--- src/rtl/fifo_wr_arbiter.sv ---
`default_nettype none
// ============================================================================
// Module   : fifo_wr_arbiter
// Purpose  : Round-robin arbiter sharing one FIFO write port among requesters,
//            granting bursts of up to MAX_BURST beats.
// Revision : 1.0
// ============================================================================
module fifo_wr_arbiter #(
   parameter int NUM_REQ    = 4,
   parameter int DATA_WIDTH = 8,
   parameter int MAX_BURST  = 4,
   localparam int c_id_w    = (NUM_REQ > 1) ? $clog2(NUM_REQ) : 1,
   localparam int c_cnt_w   = $clog2(MAX_BURST) + 1
) (
   input  logic                          clk,
   input  logic                          rst,
   input  logic [NUM_REQ-1:0]            req_valid,
   input  logic [NUM_REQ-1:0]            req_last,
   input  logic [NUM_REQ*DATA_WIDTH-1:0] req_data,
   output logic [NUM_REQ-1:0]            req_ready,
   input  logic                          fifo_full,
   output logic                          fifo_wr_en,
   output logic [DATA_WIDTH-1:0]         fifo_data_in,
   output logic [c_id_w-1:0]             grant_id,
   output logic                          grant_active
);

   typedef enum logic [0:0] {
      S_IDLE  = 1'b0,
      S_GRANT = 1'b1
   } state_t;

   state_t              r_state, w_state_nxt;
   logic [c_id_w-1:0]   r_grant_id, w_grant_id_nxt;
   logic [c_id_w-1:0]   r_last_grant, w_last_grant_nxt;
   logic                r_grant_active, w_grant_active_nxt;
   logic [c_cnt_w-1:0]  r_beat_cnt, w_beat_cnt_nxt;

   logic                w_any;
   logic [c_id_w-1:0]   w_sel;
   logic                w_g_valid;
   logic                w_g_last;
   logic [DATA_WIDTH-1:0] w_g_data;
   logic                w_transfer;
   logic                w_in_grant;

   assign w_in_grant = (r_state == S_GRANT);

   // Granted requester's signals.
   always_comb begin
      w_g_valid = 1'b0;
      w_g_last  = 1'b0;
      w_g_data  = '0;
      for (int i = 0; i < NUM_REQ; i++) begin
         if (r_grant_id == c_id_w'(i)) begin
            w_g_valid = req_valid[i];
            w_g_last  = req_last[i];
            w_g_data  = req_data[i*DATA_WIDTH +: DATA_WIDTH];
         end
      end
   end

   // Round-robin search: outer loop sets priority, starting just after the last owner.
   always_comb begin
      w_any = 1'b0;
      w_sel = '0;
      for (int k = 1; k <= NUM_REQ; k++) begin
         for (int i = 0; i < NUM_REQ; i++) begin
            if (!w_any && (i == (int'(r_last_grant) + k) % NUM_REQ) && req_valid[i]) begin
               w_any = 1'b1;
               w_sel = c_id_w'(i);
            end
         end
      end
   end

   assign w_transfer = w_in_grant && w_g_valid && !fifo_full;

   always_comb begin
      w_state_nxt        = r_state;
      w_grant_id_nxt     = r_grant_id;
      w_grant_active_nxt = r_grant_active;
      w_beat_cnt_nxt     = r_beat_cnt;
      w_last_grant_nxt   = r_last_grant;
      case (r_state)
         S_IDLE: begin
            if (w_any) begin
               w_state_nxt        = S_GRANT;
               w_grant_id_nxt     = w_sel;
               w_grant_active_nxt = 1'b1;
               w_beat_cnt_nxt     = '0;
            end
         end
         S_GRANT: begin
            if (!w_g_valid) begin
               w_state_nxt        = S_IDLE;
               w_last_grant_nxt   = r_grant_id;
               w_grant_active_nxt = 1'b0;
            end else if (w_transfer) begin
               if (w_g_last || (r_beat_cnt == c_cnt_w'(MAX_BURST - 1))) begin
                  w_state_nxt        = S_IDLE;
                  w_last_grant_nxt   = r_grant_id;
                  w_grant_active_nxt = 1'b0;
               end else begin
                  w_beat_cnt_nxt = r_beat_cnt + c_cnt_w'(1);
               end
            end
         end
         default: begin
            w_state_nxt        = S_IDLE;
            w_grant_active_nxt = 1'b0;
         end
      endcase
   end

   always_ff @(posedge clk or posedge rst) begin
      if (rst) begin
         r_state        <= S_IDLE;
         r_grant_id     <= '0;
         r_grant_active <= 1'b0;
         r_beat_cnt     <= '0;
         r_last_grant   <= c_id_w'(NUM_REQ - 1);
      end else begin
         r_state        <= w_state_nxt;
         r_grant_id     <= w_grant_id_nxt;
         r_grant_active <= w_grant_active_nxt;
         r_beat_cnt     <= w_beat_cnt_nxt;
         r_last_grant   <= w_last_grant_nxt;
      end
   end

   always_comb begin
      req_ready = '0;
      for (int i = 0; i < NUM_REQ; i++) begin
         req_ready[i] = w_in_grant && !fifo_full && (r_grant_id == c_id_w'(i));
      end
   end

   assign fifo_wr_en   = w_transfer;
   assign fifo_data_in = r_grant_active ? w_g_data : '0;
   assign grant_id     = r_grant_id;
   assign grant_active = r_grant_active;

endmodule
`default_nettype wire

--- config.mk ---
export PLATFORM = sky130hd
export DESIGN_NAME = fifo_wr_arbiter
export DESIGN_NICKNAME = d
export VERILOG_FILES = /design/src/rtl/fifo_wr_arbiter.sv
export SDC_FILE = /design/constraint.sdc
export NUM_CORES = 1
export LEC_CHECK = 0
export CAP_MARGIN = 20
export CORE_AREA = 2 2 51 53
export CTS_BUF_LIST = sky130_fd_sc_hd__clkbuf_8
export DETAILED_ROUTE_END_ITERATION = 6
export DIE_AREA = 0 0 53 55
export PLACE_DENSITY = 0.92
export SYNTH_ARGS = -nofsm -noshare
export SYNTH_HDL_FRONTEND = slang
export SYNTH_SLANG_ARGS = --single-unit
--- constraint.sdc ---
create_clock -name clk -period 3.1 [get_ports clk]
set_input_delay 0.62 -clock clk [delete_from_list [all_inputs] [get_ports clk]]
set_output_delay 0.62 -clock clk [all_outputs]
set_load 0.02 [all_outputs]
=== Word level (Yosys, flattened, before mapping) ===
Index checks and enable logic that the tools add are counted.

* $add $sub $neg: 5
* Eq/ne operators: 24
* Multiplexer cells: 62
* Bitwise logic cells: 5
* Reduce and logical (&&, ||, !) cells: 68

{| class="wikitable"
|+ Operator list
! cell !! count
|-
| $logic_not A32 Y1 || 4
|-
| $mux W8 || 5
|-
| $logic_and A1 B1 Y1 || 38
|-
| $mux W2 || 17
|-
| $mux W1 || 33
|-
| $eq A3 B3 Y1 const A || 8
|-
| $logic_not A1 Y1 || 16
|-
| $eq A2 B3 Y1 const A || 4
|-
| $mux W3 || 4
|-
| $ne A2 B2 Y1 const B || 4
|-
| $reduce_or A2 Y1 || 4
|-
| $pmux W3 S2 || 1
|-
| $reduce_and A3 Y1 || 2
|-
| $add A2 B1 Y2 const B || 2
|-
| $add A2 B2 Y2 const B || 2
|-
| $and A1 B1 Y1 const A || 4
|-
| $eq A2 B2 Y1 const B || 2
|-
| $ne A2 B1 Y1 const B || 2
|-
| $pmux W1 S2 || 2
|-
| $reduce_and A4 Y1 || 1
|-
| $add A3 B1 Y3 const B || 1
|-
| $eq A3 B2 Y1 const B || 1
|-
| $ne A3 B2 Y1 const B || 1
|-
| $ne A3 B3 Y1 const B || 1
|-
| other kinds (5) || 5
|}

* Register bits: 9
* Logic and storage cells: 169

=== Logic depth before layout (Yosys ltp) ===
* Word-level depth: 68
* Depth in mapped cells: 6
* Gate-level depth less buffers: 6

=== Worst setup path before layout ===
No wires, ideal clock.

* Path type: reg2out
* Start: reg r_grant_id[1], in the netlist grant_id[1]
* End: out req_ready[0]
* Data arrival time: 1,505 ps
* Setup slack: 975 ps
* Stages on the path, launching flop included: 4
* Path buffers: 2
* Path through: dfrtp_1 clkbuf_8 clkbuf_8 nor4_1

* Longest elaborated chain between the ends: 2

{| class="wikitable"
|+ RTL lines
! element !! RTL line !! text
|-
| start, declared || 34 || <nowiki>logic [c_id_w-1:0] r_grant_id, w_grant_id_nxt;</nowiki>
|-
| start signal, assigned || 125 || <nowiki>r_grant_id <= w_grant_id_nxt;</nowiki>
|-
| $logic_not A2 Y1 || 135 || <nowiki>req_ready[i] = w_in_grant && !fifo_full && (r_grant_id == c_id_w'(i));</nowiki>
|-
| $logic_and A1 B1 Y1 || 135 ||
|-
| end, declared || 20 || <nowiki>output logic [NUM_REQ-1:0] req_ready,</nowiki>
|}

No other way between the ends.

=== Final worst setup path ===
* Start: reg r_grant_id[0], in the netlist grant_id[0]
* End: out fifo_data_in[1]

* Longest elaborated chain between the ends: 6
* Elaborated cells between the ends (all ways): 9
* Classes of those cells: eq/ne (3); mux (5); reduce/logical (1)

{| class="wikitable"
|+ RTL lines
! element !! RTL line !! text
|-
| $logic_not A2 Y1 || 55 || <nowiki>if (r_grant_id == c_id_w'(i)) begin</nowiki>
|-
| $mux W8 (3 in a row) || 55 ||
|-
| $mux W8 * || 55 ||
|-
| $mux W8 * || 140 || <nowiki>assign fifo_data_in = r_grant_active ? w_g_data : '0;</nowiki>
|-
| end, declared || 23 || <nowiki>output logic [DATA_WIDTH-1:0] fifo_data_in,</nowiki>
|}

Every way passes the cells marked *; elsewhere a longest branch is shown, timed or not.

==> key figures <==
STA
  – Final Slew Violations: 0
  – Worst slew pin tran: between 600 and 700 ps
  – Final Hold Viols: 0
  – Final setup violation count: 0
  – Final Skew: between 2 and 2.5 ps
  – Worst Hold Slack: ~500 ps
  – Rel. slew slack: between 50% and 60%
  – Final Cycle Share: a little over nine tenths
  – Tmin final: ~3000 ps
  – FMAX: between 300 and 400 MHz
  – Setup TNS: 0 ps
  – RSZ-0062 raised after global routing: false

Drt
  – Top layer in use: met4
  – Final Routed Wirelength: 2860 um
  – Vias per inst: 5.55
  – Met3 WL: around 450 um
  – Drt first pass iters: 4
  – DRT iter0 DRCs: 24
  – DRC Markers: 0
  – Met2 wire length: roughly 1400 um
  – DRT antenna net count: 0
  – DR vias: ~980
  – Met1 WL: 948 um
  – WL/cell: around 16 um

Worst setup path
  – Critical path arrival: around 2300 ps
  – Req. time, crit path: 2480 ps
  – Crit Path Class: register to primary output
  – Crit. End Element: primary output
  – Worst-path fanout max: 13
  – Worst Setup Start Kind: register

Power
  – Power per cell area: 802 nW/um^2
  – Total power: 1250 uW
  – LEAKAGE: 0.000629 uW
  – Maximum VDD drop: around 0.56 mV

Placement
  – Post-DP HPWL: roughly 2300 um
  – Placed Cells: 173
  – Number of port buffers: between 50 and 60
  – Placer Congestion: roughly 0.77

Global route
  – First-pass GRT wire length: between 4000 and 5000 um
  – Largest net degree at the start of global routing: 14
  – Global Route Usage Sum: 20.0%
  – Global route overflow: 0
  – Number of global-route vias before repair: between 800 and 900
  – Initial antenna violation count: 0

Clock network
  – CTS max path bufs: 2
  – CTS Hold Buffers Added: 0
  – CTS tree: done
  – Post-CTS setup buffer count: 0
  – Clk sinks: 9
  – Worst skew pair latency: roughly 240 ps
  – H-tree levels: 1
  – CTS Root Cell: clkbuf_8
  – CTS Buf Count: 3
  – Cts repair resizes: 0
  – Clk slew on worst S/H paths: around 50 ps

Min path
  – Hold Crit Class: register to register

Final layout
  – Share of cells above drive strength 1: 14.3%
  – Nets: 193
  – Layout area overhead: 71.5%
  – Post-Layout Cell Count: 177
  – # diodes: 0

Synth
  – Seq/Total Area, Yosys: between 20% and 30%
  – Synth Instances: 84
  – Unique cell type count in the Yosys netlist: 35
  – Seq cells post-synth: 9
  – Mapped Nets: roughly 130
  – Syn Area/Cell: between 10 and 15 sq um
  – Synthesized area: 906 sq um
  – Ys Warns: 0

Floorplan
  – Total die area: approximately 2900 sq um
  – DIE WIDTH: between 50 and 60 um
  – Core area: about 2400 sq um
  – IO Pins: 59
  – Die Y: about 55 um
  – Starting Density: a little under two fifths
  – # rows: 18

Flow run
  – Maxcap violations: 0

Status
  – Run status: finished clean
==> final timing paths <==
kind / from / end / slack (ps) / cells after the start
worst max-delay path: grant_id[0]$_DFFE_PP0P_ / fifo_data_in[1] / 150 / 3
worst min-delay path: r_beat_cnt[0]$_DFFE_PP0P_ / r_beat_cnt[0]$_DFFE_PP0P_ / 500 / 1
worst max register to register: grant_id[0]$_DFFE_PP0P_ / r_last_grant[0]$_DFFE_PP1P_ / 1160 / 4
worst min register to register: r_beat_cnt[0]$_DFFE_PP0P_ / r_beat_cnt[0]$_DFFE_PP0P_ / 500 / 1
max in group asynchronous: rst / r_last_grant[0]$_DFFE_PP1P_ / 2140 / 2
min in group asynchronous: rst / r_state$_DFF_PP0_ / 650 / 2
==> cell type report <==
type | count | area [sq um]
Timing Repair Buffer | 63 | 618
Clock inverter | 1 | 3.75
Inverter | 5 | 18.8
Multi-Input combinational cell | 66 | 607
Fill cell | 185 | 811
Sequential cell | 9 | 228
Clock buffer | 3 | 41.3
Tap cell | 30 | 37.5
==> critical path: stages, from the launching register on <==
cell and delay (ps):
dfrtp_1 740, mux4_1 650, and2_1 170, clkdlybuf4s50_1 530
==> cell families (layout without fill, tap and decap cells) <==
group | Yosys count | in the layout | synth area share (%)
buffers and inverters | 9 | 72 | 7.87
AND/OR/NAND/NOR | 33 | 33 | 19.8
multiplexers | 14 | 14 | 29.8
AO/OA/AOI/OAI | 17 | 17 | 14.6
flip-flops | 9 | 9 | 25.1
adder cells (fa/ha/maj) | 2 | 2 | 2.76
==> registers in the layout (all words and copies together) (netlist names) <==
| register | count |
|---|---|
| grant_id | 2 |
| r_state | 1 |
| grant_active | 1 |
| r_last_grant | 2 |
| r_beat_cnt | 3 |
==> cells in the mapped netlist (all sizes together) <==
master | instances | share of area (%)
mux2i | 3 | 3.3
nor4bb | 1 | 1.1
o32ai | 1 | 0.97
o211ai | 2 | 1.7
mux4 | 9 | 24
dfrtp | 7 | 19
or2 | 1 | 0.69
and2b | 2 | 1.8
o41ai | 2 | 1.9
a211oi | 1 | 0.83
ha | 2 | 2.8
nand2 | 6 | 2.5
nor4 | 2 | 1.4
o22ai | 1 | 0.69
o2bb2ai | 1 | 0.97
a21boi | 2 | 1.7
buf | 1 | 1.2
a31oi | 1 | 0.69
nor2 | 9 | 4.0
and3 | 1 | 0.69
mux2 | 2 | 2.5
nor2b | 3 | 2.1
inv | 5 | 2.1
and2 | 8 | 5.5
clkbuf | 3 | 4.6
o21ai | 1 | 0.55
a21o | 1 | 0.97
a22oi | 2 | 2.2
a21oi | 2 | 1.5
dfstp | 2 | 5.8
==> through the flow <==
stage	setup WS (ps)	cell area (sq um)	util, %
floorplan	975	906	-
global placement	188	1510	63.8
detailed placement	139	1510	63.8
CTS	117	1550	65.7
global route	42.1	1550	65.7
finish	149	1550	65.7
==> power breakdown <==
group,internal [uW],total [uW],switching (uW)
combinational,462,821,359
sequential,176,288,112
clock,86.6,137,50.2
==> placed cells by master, fill, tap and decap left out, drive strengths merged, types with 3 or more instances in the layout <==
cell           Yosys  final
nor2b              3      3
mux2i              3      3
nor2               9      9
and2               8      8
buf                1      5
nand2              6      6
inv                5      6
mux4               9      9
clkbuf             3      3
clkdlybuf4s50      0     58
dfrtp              7      7
==> per-layer routing <==
metal  vias up  GRT usage, %
li1        450             -
met1       459          17.9
met2        64          39.2
met3         9          9.14
met4         0          7.69
met5         -             0
(Power assumes the default switching activity.)
